$ cat src/rtl/rtc_display_scanner_pkg.sv
// Shared types and constants for the RTC display scanner.
package rtc_display_scanner_pkg;

  typedef enum logic [2:0] {
    StIdle,
    StAddr,
    StWait,
    StCapt,
    StHi,
    StLo,
    StDone
  } scan_state_e;

  localparam logic [7:0] ASCII_ZERO = 8'h30;

  // RTC register map (read-port addresses)
  localparam logic [3:0] SEG  = 4'd0;
  localparam logic [3:0] MIN  = 4'd1;
  localparam logic [3:0] HOR  = 4'd2;
  localparam logic [3:0] DIA  = 4'd3;
  localparam logic [3:0] MES  = 4'd4;
  localparam logic [3:0] ANO  = 4'd5;
  localparam logic [3:0] TSEG = 4'd6;
  localparam logic [3:0] TMIN = 4'd7;
  localparam logic [3:0] THOR = 4'd8;

endpackage

$ cat src/rtl/bcd_nibble_ascii.sv
// Converts one BCD nibble to its ASCII digit; non-decimal nibbles map to BAD_CHAR.
module bcd_nibble_ascii
  import rtc_display_scanner_pkg::*;
#(
  parameter logic [7:0] BAD_CHAR = 8'h3F
) (
  input  logic [3:0] nibble,
  output logic [7:0] ascii,
  output logic       err
);

  // Pure decode, no state
  always_comb begin
    err   = (nibble > 4'd9);
    ascii = err ? BAD_CHAR : (ASCII_ZERO + {4'h0, nibble});
  end

endmodule

$ cat src/rtl/rtc_display_scanner.sv
// Periodically scans the RTC registers and streams their BCD digits as ASCII characters
// with slot indices over a valid/ready handshake.
module rtc_display_scanner
  import rtc_display_scanner_pkg::*;
#(
  parameter int unsigned NUM_REGS    = 9,
  parameter int unsigned REFRESH_DIV = 50000,
  parameter logic [7:0]  BAD_CHAR    = 8'h3F
) (
  input  logic       clk,
  input  logic       reset,
  output logic [3:0] ADDreadreg,
  input  logic [7:0] datamemoria,
  output logic       char_valid,
  input  logic       char_ready,
  output logic [4:0] char_slot,
  output logic [7:0] char_code,
  output logic       frame_done,
  output logic       bcd_err
);

  localparam int unsigned CntW    = (REFRESH_DIV > 2) ? $clog2(REFRESH_DIV) : 1;
  localparam logic [3:0]  LastIdx = 4'(NUM_REGS - 1);

  scan_state_e     state_q, state_d;
  logic [CntW-1:0] cnt_q;
  logic            tick;
  logic            pending_q, pending_d;
  logic [3:0]      idx_q, idx_d;
  logic [7:0]      data_q, data_d;
  logic            bcd_err_q, bcd_err_d;

  logic [3:0]      nib;
  logic [7:0]      nib_ascii;
  logic            nib_err;

  assign tick = (cnt_q == CntW'(REFRESH_DIV - 1));

  // Free-running refresh divider
  always_ff @(posedge clk) begin
    if (!reset) begin
      cnt_q <= '0;
    end else if (tick) begin
      cnt_q <= '0;
    end else begin
      cnt_q <= cnt_q + CntW'(1);
    end
  end

  // Single converter shared by both digits: high nibble except while presenting the low digit
  assign nib = (state_q == StLo) ? data_q[3:0] : data_q[7:4];

  bcd_nibble_ascii #(
    .BAD_CHAR(BAD_CHAR)
  ) u_nibble (
    .nibble(nib),
    .ascii (nib_ascii),
    .err   (nib_err)
  );

  // Scan state and datapath registers
  always_ff @(posedge clk) begin
    if (!reset) begin
      state_q   <= StIdle;
      pending_q <= 1'b0;
      idx_q     <= '0;
      data_q    <= '0;
      bcd_err_q <= 1'b0;
    end else begin
      state_q   <= state_d;
      pending_q <= pending_d;
      idx_q     <= idx_d;
      data_q    <= data_d;
      bcd_err_q <= bcd_err_d;
    end
  end

  // Next-state logic and handshake outputs
  always_comb begin
    state_d    = state_q;
    pending_d  = pending_q;
    idx_d      = idx_q;
    data_d     = data_q;
    bcd_err_d  = bcd_err_q;
    char_valid = 1'b0;
    char_slot  = '0;
    char_code  = '0;
    frame_done = 1'b0;

    // Ticks arriving while busy collapse into one deferred frame
    if (tick && (state_q != StIdle)) begin
      pending_d = 1'b1;
    end

    case (state_q)
      StIdle: begin
        if (tick || pending_q) begin
          state_d   = StAddr;
          pending_d = 1'b0;
          idx_d     = '0;
          bcd_err_d = 1'b0;
        end
      end
      StAddr: state_d = StWait;
      StWait: state_d = StCapt;
      StCapt: begin
        data_d  = datamemoria;
        state_d = StHi;
      end
      StHi: begin
        char_valid = 1'b1;
        char_slot  = {idx_q, 1'b0};
        char_code  = nib_ascii;
        if (nib_err) begin
          bcd_err_d = 1'b1;
        end
        if (char_ready) begin
          state_d = StLo;
        end
      end
      StLo: begin
        char_valid = 1'b1;
        char_slot  = {idx_q, 1'b1};
        char_code  = nib_ascii;
        if (nib_err) begin
          bcd_err_d = 1'b1;
        end
        if (char_ready) begin
          if (idx_q == LastIdx) begin
            state_d = StDone;
          end else begin
            idx_d   = idx_q + 4'd1;
            state_d = StAddr;
          end
        end
      end
      StDone: begin
        frame_done = 1'b1;
        state_d    = StIdle;
      end
      default: state_d = StIdle;
    endcase
  end

  assign ADDreadreg = idx_q;
  assign bcd_err    = bcd_err_q;

endmodule

$ cat config.mk
export PLATFORM = sky130hd
export DESIGN_NAME = rtc_display_scanner
export DESIGN_NICKNAME = d
export VERILOG_FILES = /design/src/rtl/rtc_display_scanner_pkg.sv /design/src/rtl/bcd_nibble_ascii.sv /design/src/rtl/rtc_display_scanner.sv
export SDC_FILE = /design/constraint.sdc
export NUM_CORES = 1
export LEC_CHECK = 0
export ABC_AREA = 1
export CORE_MARGIN = 2
export CORE_UTILIZATION = 35
export CTS_BUF_LIST = sky130_fd_sc_hd__clkbuf_16
export DETAILED_ROUTE_END_ITERATION = 7
export PLACE_DENSITY_LB_ADDON = 0.08
export SLEW_MARGIN = 20
export SYNTH_ARGS = -nofsm -noshare
export SYNTH_HDL_FRONTEND = slang
export SYNTH_SLANG_ARGS = --single-unit
$ cat constraint.sdc
create_clock -name clk -period 1.3 [get_ports clk]
set_input_delay 0.13 -clock clk [delete_from_list [all_inputs] [get_ports clk]]
set_output_delay 0.13 -clock clk [all_outputs]
set_load 0.05 [all_outputs]
# Word-level counts from Yosys, hierarchy flattened
# Index checks and enable logic that the tools add are counted.
[word_totals]
regBits = 33
in_bits = 11
out_inout_bits = 20
elab_cells = 56
[op_classes]
addsub = 3
n_lt_le_gt_ge = 1
eq_ne = 13
mux = 21
bitwise = 1
reduce_logical = 11
[ops]
columns = ["operator", "count"]
rows = [
  ["$pmux W3 S6", 1],
  ["$add A16 B1 Y16 const B", 1],
  ["$eq A16 B16 Y1 const B", 1],
  ["$mux W4", 4],
  ["$mux W8", 2],
  ["$mux W3", 4],
  ["$pmux W5 S2", 1],
  ["$eq A3 B3 Y1 const B", 3],
  ["$ne A2 B2 Y1 const B", 4],
  ["$pmux W4 S2", 1],
  ["$add A6 B4 Y7 const A", 1],
  ["$mux W1", 7],
  ["$eq A3 B2 Y1 const B", 2],
  ["$reduce_and A3 Y1", 2],
  ["$add A4 B1 Y4 const B", 1],
  ["$eq A4 B4 Y1 const B", 1],
  ["$gt A4 B4 Y1 const B", 1],
  ["$reduce_and A4 Y1", 1],
  ["$reduce_bool A2 Y1", 2],
  ["$reduce_or A2 Y1", 2],
  ["$eq A3 B1 Y1 const B", 1],
  ["$logic_not A3 Y1", 1],
  ["$reduce_bool A3 Y1", 1],
  ["$ne A2 B1 Y1 const B", 1],
  ["other kinds (4)", 4],
]

# Longest topological paths before layout
[depth]
depth_word = 5
depth_mapped = 10
ltp_nobuf = 10

# Modules after synthesis
# Synthesis repeated with hierarchy kept, for this count alone.
[hier_totals]
cells_unflattened = 275
area_unflattened_um2 = 1778.0
[by_module_without_submodules]
columns = ["mod", "n_inst", "cells_per_inst", "area_each_um2", "seq_area_each_um2"]
rows = [
  ["rtc_display_scanner", 1, 260, 1701.6, 660.6],
  ["bcd_nibble_ascii", 1, 15, 76.3, 0.0],
]

# Worst setup path after synthesis
# No wires, ideal clock.
[synth_timing]
kind = "register to output"
from = "register state_q[2]"
to = "output port char_code[0]"
t_arrival_ns = 2.102
required_ns = 1.170
slack_ns = -0.932
path_stages_with_launch = 5
path_buffers = 0
path_cell_list = "dfxtp_1 -> inv_2 -> nor2_4 -> o21ai_0 -> o21ai_0"
[synth_between]
elab_chain_len = 5
elab_cells_between_ends = 8
cone_classes = "add/sub (1); order compare (1); eq/ne (2); mux (3); reduce/logical (1)"
[synth_lines]
columns = ["item", "line", "source"]
rows = [
  ["start: declaration", "rtc_display_scanner.sv:25", "scan_state_e state_q, state_d;"],
  ["start signal: assignment", "rtc_display_scanner.sv:64", "state_q <= StIdle;"],
  ["start signal: assignment", "rtc_display_scanner.sv:70", "state_q <= state_d;"],
  ["$eq A3 B3 Y1", "rtc_display_scanner.sv:51, rtc_display_scanner.sv:95", ""],
  ["$mux W4", "rtc_display_scanner.sv:51", "assign nib = (state_q == StLo) ? data_q[3:0] : data_q[7:4];"],
  ["$add A6 B4 Y7 / $gt A4 B4 Y1 (equally long branches)", "bcd_nibble_ascii.sv:15, bcd_nibble_ascii.sv:14", ""],
  ["$mux W8", "bcd_nibble_ascii.sv:15", "ascii = err ? BAD_CHAR : (ASCII_ZERO + {4'h0, nibble});"],
  ["$mux W8 (*)", "rtc_display_scanner.sv:95", "case (state_q)"],
  ["end: declaration", "rtc_display_scanner.sv:17", "output logic [7:0] char_code,"],
]
# Mark *: on every way between the ends. The rest lies on a longest branch, timed or not.

# Worst setup path after layout
[layout_timing]
from = "register state_q[2]"
to = "output port char_slot[1]"
[layout_between]
elab_chain_len = 2
elab_cells_between_ends = 3
cone_classes = "eq/ne (2); mux (1)"
[layout_lines]
columns = ["item", "line", "source"]
rows = [
  ["$eq A3 B3 Y1", "rtc_display_scanner.sv:95", ""],
  ["$pmux W5 S2 (*)", "rtc_display_scanner.sv:95", ""],
  ["end: declaration", "rtc_display_scanner.sv:16", "output logic [4:0] char_slot,"],
]
# Marks and branches as above.

==> metrics.txt <==
peak supply drop=0.000899 V; DR WL/cell=11.9 µm; TritonCTS Buffers=5; Sink Count=33; Post-synth EDFFs=0; initial antenna violation count=0; Hold Path Cell Cnt=3; status=complete, but fails checks; clock tree buffer depth=2; vias in the first global route=1,769; DR pass1 iterations=4; Pint=2.58 mW; mux share of post-synthesis cell area=0; first-pass GRT wire length=7530 µm; total power divided by cell area=1270 nW/µm²; simple-gate share of the synthesized area=0.346; synthesis-to-finish area growth=85.1%; non-filler cells, final=394; WS Path Type=flip-flop to output port; Netlist cell types=34; Gate power share=0.427; synthesis-stage register bit count=33; DR iter-0 viols=107; hold violation count in the final report=0; WL final=4690 µm; synthesized area per cell=6.92 µm²; DRC viols=0; Die Wd=73.9 µm; num rows=25; Placed Cells=370; final setup violation count=16; NetSw=1.44 mW; most frequent cell after synthesis=nand2_1; via-per-instance ratio=4.64; starting density of the core=0.362; Nets=340; crit path max fanout=4; commonest cells in the netlist=nand2_1 (48), nor2_1 (42), dfxtp_1 (33); HPWL Detailed=3090 µm; pin count of the biggest net entering global routing=17; Clock power frac=0.277; Yosys warning count=0; P_leak=1.27 nW; Die Height=73.9 µm; R2R depth=8; Min Clock Period, post-route=1.49 ns; synthesized-area fraction occupied by adder cells=0.0220; FILL cells=364; Clock Latency Late Sink=0.27 ns; Area contributors post-synth=dfxtp_1 (39%), nand2_1 (11%), nor2_1 (9.2%); Post-Synth XOR/XNOR Area=0.0359; Worst-path clk slew=0.05 ns; Tcrit/Tclk final=1.15; PnR worst setup slack=-0.189 ns; CTS root buffer=clkbuf_16; CP arrival=1.36 ns; total power=4.02 mW; main combinational cell family by area after synthesis=simple AND/OR/NAND/NOR gates; io pins=31; fraction of the mapped netlist area in compound gates=0.107; final core occ=0.670; core area=4720 µm²; top-area cell type share of the netlist area=0.387; DR vias=1,828; highest clock rate=671 MHz; grt total ovfl=0; GPL Wtd Cong=0.800; worst path required time=1.17 ns; RSZ-0062 raised after global routing=yes; Reg power frac=0.296; layout cells sized above 1=0.483; clock skew=0.00324 ns; n_diodes=0; Main synth FF type=dfxtp_1; CTS tree=yes; Sw Share=0.357; Syn Inst Count=247; Total Routing Usage GR=0.178; failing checks=negative setup slack; Critical Path Sink Type=output port; ys async rst share=0; final hold slack=0.443 ns; ANT nets after route=0; DIE AREA=5460 µm²; dominant cell type by area after synthesis=dfxtp_1; Netlist Area Pre-Place=1710 µm²; Startpoint Class=flip-flop; htree depth=2; PortBufs=28; Worst Hold Class=primary input to flip-flop; max-slew violations=0; register area share after synthesis=0.387; max_cap viols=0
metal layers:
layer  vias up  track usage  part of all wire
li1        942            -                 -
met4         0       0.0646             0.010
met2        37        0.314              0.54
met5         -            0                 0
met1       843        0.210              0.42
met3         6       0.0357             0.032
cell families (layout without fill, tap and decap cells):
kind of cell / count (synthesis) / after routing
other cells: 1 / 2
flops: 33 / 33
buf+inv: 38 / 116
compound gates: 33 / 33
fa+ha+maj: 3 / 3
xor+xnor: 7 / 7
simple gates: 132 / 133
stage by stage:
step	setup slack, ns	setup TNS, ns	area, µm²
after detailed placement	-0.140	-1.24	2640
final	-0.189	-1.77	3160
after global routing	-0.231	-2.92	3160
after global placement	-0.0951	-0.799	2640
after floorplan	-0.202	-1.77	1860
after CTS	-0.168	-1.89	2980
repair_timing:
| action | CTS | global route |
|---|---|---|
| pin swaps | 12 | 28 |
| hold buffers | 0 | 0 |
| gates cloned | 1 | 0 |
| gates resized for setup | 31 | 44 |
| setup buffers | 11 | 5 |
| setup endpoints to repair | 29 | 41 |
power by group through the flow:
stage | sequential, mW | clock [mW] | combinational, mW
after floorplan | 1.33 | 0 | 0.704
after global placement | 1.20 | 0 | 1.35
after detailed placement | 1.20 | 0 | 1.35
after CTS | 1.17 | 1.14 | 1.55
after global routing | 1.20 | 1.18 | 1.84
final | 1.19 | 1.12 | 1.72
cell usage in the layout, fill, tap and decap left out, types with 4 or more instances in the layout:
cell / count
buf_4: 41
nand2_1: 34
nor2_1: 31
buf_12: 20
inv_1: 19
dfxtp_1: 19
a21oi_1: 13
nor2_4: 12
nand2_2: 10
clkdlybuf4s50_1: 10
dfxtp_2: 8
nand2_4: 8
buf_6: 8
nand3_1: 7
o21ai_0: 7
dfxtp_4: 6
nand3_4: 6
nand3_2: 6
inv_2: 5
xor2_1: 5
clkbuf_16: 5
a21oi_2: 4
nor3_1: 4
nand4_1: 4
layout make-up:
class / count / area [µm²] / share of cell area
clock buffer: 5 / 125 / 0.0395
sequential: 33 / 693 / 0.219
multi-input combinational: 178 / 1220 / 0.384
tap: 67 / 83.8 / 0.0265
inverter: 29 / 134 / 0.0423
clock inverter: 3 / 13.8 / 0.00435
timing repair buffer: 79 / 898 / 0.284
critical path, cell delays in order (launching register included):
cell,delay (ns)
dfxtp_4,0.36
inv_4,0.04
nor2_4,0.14
buf_6,0.14
inv_6,0.04
buf_12,0.13
nor2_4,0.09
buf_12,0.14
flip-flops by register name, summed over array words and instances, names as in the netlist:
name / count
bcd_err: 1
data_q: 8
state_q: 3
ADDreadreg: 4
pending_q: 1
cnt_q: 16
path summary, 6_finish.rpt:
kind / start / to / slack [ns]
worst min register to register: data_q[6]$_SDFFE_PN0N_ / data_q[6]$_SDFFE_PN0N_ / 0.45
worst min-delay path: datamemoria[4] / data_q[4]$_SDFFE_PN0N_ / 0.44
worst max register to register: ADDreadreg[1]$_SDFFE_PN0P_ / ADDreadreg[0]$_SDFFE_PN0P_ / -0.05
worst max-delay path: state_q[2]$_SDFFE_PN0P_ / char_slot[1] / -0.19
Note: power is estimated with default switching activity, not from simulation.
